`config.mk`:
```
export PLATFORM = sky130hd
export DESIGN_NAME = matrix_fifo_loader
export DESIGN_NICKNAME = d
export VERILOG_FILES = /design/src/rtl/minilab_pkg.sv /design/src/rtl/matrix_fifo_loader_word_serializer.sv /design/src/rtl/matrix_fifo_loader.sv
export SDC_FILE = /design/constraint.sdc
export NUM_CORES = 1
export LEC_CHECK = 0
export CAP_MARGIN = 20
export CORE_MARGIN = 3
export CORE_UTILIZATION = 46
export CTS_CLUSTER_SIZE = 20
export DETAILED_ROUTE_END_ITERATION = 6
export GPL_TIMING_DRIVEN = 1
export PLACE_DENSITY_LB_ADDON = 0.12
export SETUP_SLACK_MARGIN = 0.02
export SYNTH_ARGS = -nofsm -noshare
export SYNTH_HDL_FRONTEND = slang
export SYNTH_HIERARCHICAL = 1
export SYNTH_SLANG_ARGS = --single-unit
```
`constraint.sdc`:
```
create_clock -name clk -period 4.4 [get_ports clk]
set_clock_uncertainty 0.2 [all_clocks]
set_input_delay 1.1 -clock clk [delete_from_list [all_inputs] [get_ports clk]]
set_output_delay 1.1 -clock clk [all_outputs]
set_load 0.005 [all_outputs]
```
`src/rtl/minilab_pkg.sv`:
```
// +----------------------------------------------------------------------------+
// | minilab_pkg                                                                |
// | Shared types and sizes for the matrix-vector engine fill path.            |
// | Revision: 1.0                                                              |
// +----------------------------------------------------------------------------+
`default_nettype none

package minilab_pkg;

  localparam int MATRIX_ROWS = 8;
  localparam int ELEM_W      = 8;
  localparam int MEM_W       = 64;

  typedef enum logic [2:0] {
    IDLE = 3'd0,
    REQ  = 3'd1,
    WAIT = 3'd2,
    PUSH = 3'd3,
    DONE = 3'd4
  } loader_state_t;

  function automatic logic [15:0] sat_inc16(input logic [15:0] v);
    return (v == 16'hFFFF) ? v : v + 16'd1;
  endfunction

endpackage

`default_nettype wire

```
`src/rtl/matrix_fifo_loader_word_serializer.sv`:
```
// +----------------------------------------------------------------------------+
// | word_serializer                                                            |
// | Holds one memory word and emits its elements LSB first, one per accepted   |
// | handshake; last marks the final element of the word.                       |
// | Revision: 1.0                                                              |
// +----------------------------------------------------------------------------+
`default_nettype none

module word_serializer
  import minilab_pkg::*;
#(
  parameter int MEM_WIDTH  = MEM_W,
  parameter int DATA_WIDTH = ELEM_W
) (
  input  logic                  clk,
  input  logic                  rst,
  input  logic                  load,
  input  logic [MEM_WIDTH-1:0]  word,
  input  logic                  ready,
  output logic [DATA_WIDTH-1:0] data,
  output logic                  valid,
  output logic                  fire,
  output logic                  last
);

  localparam int ELEMS = MEM_WIDTH / DATA_WIDTH;
  localparam int IDX_W = (ELEMS > 1) ? $clog2(ELEMS) : 1;

  logic [MEM_WIDTH-1:0] r_word;
  logic [IDX_W-1:0]     r_idx;
  logic                 r_valid;

  assign valid = r_valid;
  assign fire  = r_valid & ready;
  assign last  = (r_idx == IDX_W'(ELEMS - 1));
  assign data  = r_word[r_idx*DATA_WIDTH +: DATA_WIDTH];

  always_ff @(posedge clk) begin
    if (rst) begin
      r_word  <= '0;
      r_idx   <= '0;
      r_valid <= 1'b0;
    end else if (load) begin
      r_word  <= word;
      r_idx   <= '0;
      r_valid <= 1'b1;
    end else if (fire) begin
      // A blocked element keeps its index until the consumer has room.
      if (last) begin
        r_idx   <= '0;
        r_valid <= 1'b0;
      end else begin
        r_idx <= r_idx + 1'b1;
      end
    end
  end

endmodule

`default_nettype wire

```
`src/rtl/matrix_fifo_loader.sv`:
```
// +----------------------------------------------------------------------------+
// | matrix_fifo_loader                                                         |
// | Reads B and the A rows from memory and fans their bytes into the input     |
// | FIFOs. Optional: MINILAB_LOADER_STALL_CNT_EN adds the stall_cycles count.  |
// | Revision: 1.0                                                              |
// +----------------------------------------------------------------------------+
`default_nettype none

module matrix_fifo_loader
  import minilab_pkg::*;
#(
  parameter int                    NUM_ROWS   = MATRIX_ROWS,
  parameter int                    DATA_WIDTH = ELEM_W,
  parameter int                    MEM_WIDTH  = MEM_W,
  parameter int                    ADDR_WIDTH = 32,
  parameter logic [ADDR_WIDTH-1:0] BASE_ADDR  = '0
) (
  input  logic                  clk,
  input  logic                  rst,
  input  logic                  start,
  output logic                  busy,
  output logic                  done,
`ifdef MINILAB_LOADER_STALL_CNT_EN
  output logic [15:0]           stall_cycles,
`endif
  output logic [ADDR_WIDTH-1:0] avm_address,
  output logic                  avm_read,
  input  logic                  avm_waitrequest,
  input  logic [MEM_WIDTH-1:0]  avm_readdata,
  input  logic                  avm_readdatavalid,
  output logic [DATA_WIDTH-1:0] fifo_wrdata,
  output logic [NUM_ROWS:0]     fifo_wrreq,
  input  logic [NUM_ROWS:0]     fifo_wrfull
);

  localparam int LINES  = NUM_ROWS + 1;
  localparam int LINE_W = $clog2(LINES);

  loader_state_t         r_state;
  logic [LINE_W-1:0]     r_line;
  logic [LINE_W-1:0]     w_next_line;
  logic                  w_load;
  logic                  w_ready;
  logic                  w_ser_valid;
  logic                  w_fire;
  logic                  w_last;
  logic [DATA_WIDTH-1:0] w_byte;

  assign w_next_line = r_line + 1'b1;
  assign w_load      = (r_state == WAIT) && avm_readdatavalid;
  assign w_ready     = ~fifo_wrfull[r_line];

  word_serializer #(
    .MEM_WIDTH  (MEM_WIDTH),
    .DATA_WIDTH (DATA_WIDTH)
  ) u_ser (
    .clk   (clk),
    .rst   (rst),
    .load  (w_load),
    .word  (avm_readdata),
    .ready (w_ready),
    .data  (w_byte),
    .valid (w_ser_valid),
    .fire  (w_fire),
    .last  (w_last)
  );

  // Push strobe must track wrfull in the same cycle, so it is decoded, not registered.
  assign fifo_wrreq  = (w_fire && r_state == PUSH) ? (LINES'(1) << r_line) : '0;
  assign fifo_wrdata = w_ser_valid ? w_byte : '0;

  always_ff @(posedge clk) begin
    if (rst) begin
      r_state     <= IDLE;
      r_line      <= '0;
      busy        <= 1'b0;
      done        <= 1'b0;
      avm_read    <= 1'b0;
      avm_address <= '0;
    end else begin
      case (r_state)
        IDLE: begin
          done <= 1'b0;
          if (start) begin
            r_state     <= REQ;
            r_line      <= '0;
            busy        <= 1'b1;
            avm_read    <= 1'b1;
            avm_address <= BASE_ADDR;
          end
        end
        REQ: begin
          if (!avm_waitrequest) begin
            avm_read <= 1'b0;
            r_state  <= WAIT;
          end
        end
        WAIT: begin
          if (avm_readdatavalid) r_state <= PUSH;
        end
        PUSH: begin
          if (w_fire && w_last) begin
            if (r_line == LINE_W'(NUM_ROWS)) begin
              r_state <= DONE;
              busy    <= 1'b0;
              done    <= 1'b1;
            end else begin
              r_line      <= w_next_line;
              r_state     <= REQ;
              avm_read    <= 1'b1;
              avm_address <= BASE_ADDR + ADDR_WIDTH'(w_next_line);
            end
          end
        end
        DONE: begin
          done    <= 1'b0;
          r_state <= IDLE;
        end
        default: r_state <= IDLE;
      endcase
    end
  end

`ifdef MINILAB_LOADER_STALL_CNT_EN
  always_ff @(posedge clk) begin
    if (rst) begin
      stall_cycles <= '0;
    end else if (r_state == IDLE && start) begin
      stall_cycles <= '0;
    end else if ((r_state == REQ && avm_waitrequest) ||
                 (r_state == PUSH && w_ser_valid && !w_ready)) begin
      stall_cycles <= sat_inc16(stall_cycles);
    end
  end
`endif

endmodule

`default_nettype wire

```
==> impl_metrics.tcl <==
set metrics [dict create \
    first_pass_iters 4 \
    grt_pass1_vias 2786 \
    layout.nets 562 \
    place_congestion 0.811 \
    final_cell_area_mm2 0.00522 \
    area_growth_pct 31.0 \
    max_cap_viol_count 0 \
    synth-seq-cells 78 \
    root_buffer "clkbuf_8" \
    io_pins 130 \
    critical_path.cell_chain "clkdlybuf4s15_1 -> mux4_2 -> nand2_2 -> a21oi_2 -> a41oi_2 -> and2_4 -> nor4b_4 -> buf_4 -> buf_6 -> and3_4 -> buf_6" \
    finish.cell_count_without_fillers 586 \
    initialDrtViolationCount 147 \
    synthTopCellsByArea "dfxtp_1 (39%), mux2i_1 (16%), mux4_1 (6.6%), nor2_1 (6.6%), buf_4 (5.5%)" \
    clock-sinks 78 \
    fp-row-count 33 \
    critical_path_class "input pin to output pin" \
    yosys.area.top_type "dfxtp_1" \
    netlist_instances 378 \
    syn_avg_cell_area_um2 10.5 \
    n_antenna_cell 0 \
    timing.critical_path.mode_cell "buf_6" \
    pre_cts_slack_ps -494 \
    avgRoutedWirePerCell_um 14.5 \
    yosysMostFrequentCell "dfxtp_1" \
    critical_path.max_fanout 5 \
    grt_max_degree 67 \
    synth_ff_type "dfxtp_1" \
    finalSetupViolations 0 \
    worst_pin_slew_ps 971 \
    cts_hold_buf 0 \
    ys.warnings.count 6 \
    wirelength_um 8470 \
    fin_crit_sh_pct 96.1 \
    viasPerCell 5.04 \
    cts_tree "yes" \
    grt_overflow_total 0 \
    maxSlewHeadroom_pct 35.3 \
    worstPathArrival_ps 2930 \
    cts_made_buffers 9 \
    synthArstFlopShare_pct 0 \
    syn_area_mm2 0.00399 \
    path_delay_family "simple AND/OR/NAND/NOR gates" \
    route.detailed.drc 0 \
    grtUsageTotal_pct 17.3 \
    grt_antenna_before_repair 0 \
    cp-end-kind "output pin" \
    netlist.area_leader.share_pct 39.2 \
    power.density_mw_per_mm2 294 \
    synth-edff-count 0 \
    cp.required_ps 3100 \
    nFillCells 688 \
    path_clk_slew_ps 80 \
    maxUsedRoutingLayer "met4" \
    coreArea_mm2 0.00830 \
    fin_crit_ps 4230 \
    rsz0062_at_grt "false" \
    status "finished clean" \
    clk-insertion-delay-late_ps 340 \
    htreeDepth 3 \
    die-area_mm2 0.00982 \
    ys_seq_area_share_pct 39.2 \
    yosysUniqueCellTypes 43 \
    fp.dieW_um 99.1 \
    synth_top_cells_by_count "dfxtp_1 (78), nor2_1 (70), mux2i_1 (64), buf_4 (29), and2_1 (12)" \
    clock_path_buffers 2 \
    hp-class "register to register" \
    wl_met1_um 3450 \
    die_h_um 99.1 \
    leakage_nw 2.00 \
    dp_hpwl_um 6040 \
    critPathBufInv 4 \
    dpl_cell_area_mm2 0.00495 \
    start_util_pct 48.0 \
    portBuffers 101 \
    ant_nets 0 \
    slew_viol_final 0 \
    drive_gt1_share_pct 15.2 \
    grt_pass1_wl_um 13500 \
    critPathMaxStageDelay_ps 460 \
    startpoint_type "input pin" \
    fmax_ghz 0.236 \
    fin_ws_ps 170 \
    ir_drop_v 0.000255 \
    hold_ws_ps 278 \
    routed-wl-met3_um 588 \
    vias 2953 \
    critPathSlowestCell "mux4_2" \
    wl_met2_um 4310 \
    dp_cells 566 \
    hold_violations 0 \
]
[registers in the layout, summed over array words and instances (netlist names)]
name / flops
u_ser/r_word: 64
r_state: 3
busy: 1
avm_read: 1
u_ser/r_idx: 3
u_ser/valid: 1
done: 1
avm_address: 4
[layer usage]
metal | up-vias | global-route usage [%]
met5 | - | 0
met4 | 0 | 5.25
met3 | 10 | 6.03
met2 | 96 | 29.8
met1 | 1382 | 20.3
li1 | 1465 | -
[kinds of logic (layout without fill, tap and decap cells)]
kind of cell               count (synthesis)  after routing  synth area share [%]
and+or+nand+nor                          115            115                  13.5
muxes                                     91             91                  30.5
DFF                                       78             78                  39.2
buffers and inverters                     59            135                  9.38
AOI/OAI and AO/OA                         26             26                  4.93
adders and majority gates                  8              8                  2.51
other                                      1             28                0.0940
[area by class of cell]
cell class | instances | area (µm²) | share of cell area (%)
clock buffer | 10 | 128 | 2.44
clock inverter | 6 | 110 | 2.11
inverter | 6 | 22.5 | 0.431
multi-input combinational | 268 | 2190 | 42.0
sequential | 78 | 1560 | 29.9
tap | 105 | 131 | 2.51
timing repair buffer | 113 | 1080 | 20.6
[worst register-to-register path: stages (launching register included)]
cell       delay (ps)
dfxtp_1           550
mux4_2            570
nand2_2            80
a21oi_2            60
a41oi_2           200
and2_4            180
buf_4             100
buf_4              90
buf_4             120
and3_1            210
nor3_1             80
a2111oi_0         480
o21a_1            160
[stage by stage]
stage | util (%) | setup TNS, ps | power (W)
finish | 62.9 | 0 | 0.00154
global route | 62.9 | 0 | 0.00160
CTS | 62.9 | 0 | 0.00155
detailed placement | 59.7 | -3910 | 0.000924
global placement | 59.7 | -3360 | 0.000921
floorplan | - | 0 | 0.000851
[path summary, 6_finish.rpt]
| check | startpoint | to | slack (ps) | depth (start not counted) |
|---|---|---|---|---|
| worst max-delay path | fifo_wrfull[6] | fifo_wrreq[6] | 170 | 11 |
| worst min-delay path | avm_read | avm_read | 280 | 1 |
| worst max register to register | avm_address[0] | avm_read | 1290 | 12 |
| worst min register to register | avm_read | avm_read | 280 | 1 |
[repair_timing]
item | 4_1_cts | 5_1_grt
setup buffers | 3 | 1
pin swaps | 2 | 1
endpoints found under the setup margin | 9 | 8
gates resized for setup | 33 | 25
[layout by cell type, fill, tap and decap left out, types with 2 or more instances in the layout]
cell              n
clkdlybuf4s50_1  83
dfxtp_1          78
nor2_1           70
mux2i_1          64
conb_1           28
and2_1           11
mux4_2           10
buf_4            10
clkbuf_8          9
ha_1              8
mux4_1            8
mux2_4            8
inv_1             6
nor3_1            6
clkbuf_2          6
nand2_1           5
a21oi_1           5
and3_1            4
a31oi_1           4
nand3_1           4
clkdlybuf4s15_1   4
buf_6             4
and3_4            3
bufinv_16         3
dlygate4sd2_1     3
a21bo_2           3
nand2_2           2
o21a_1            2
o2bb2ai_1         2
clkinvlp_4        2
buf_2             2
[power by group]
group          switching (W)  internal (W)  total [W]  leakage [nW]
combinational      0.0000646      0.000104   0.000168          1.25
clock               0.000253      0.000376   0.000629         0.112
sequential         0.0000142      0.000724   0.000738         0.631
No activity file was read; power rests on OpenSTA's default activity.
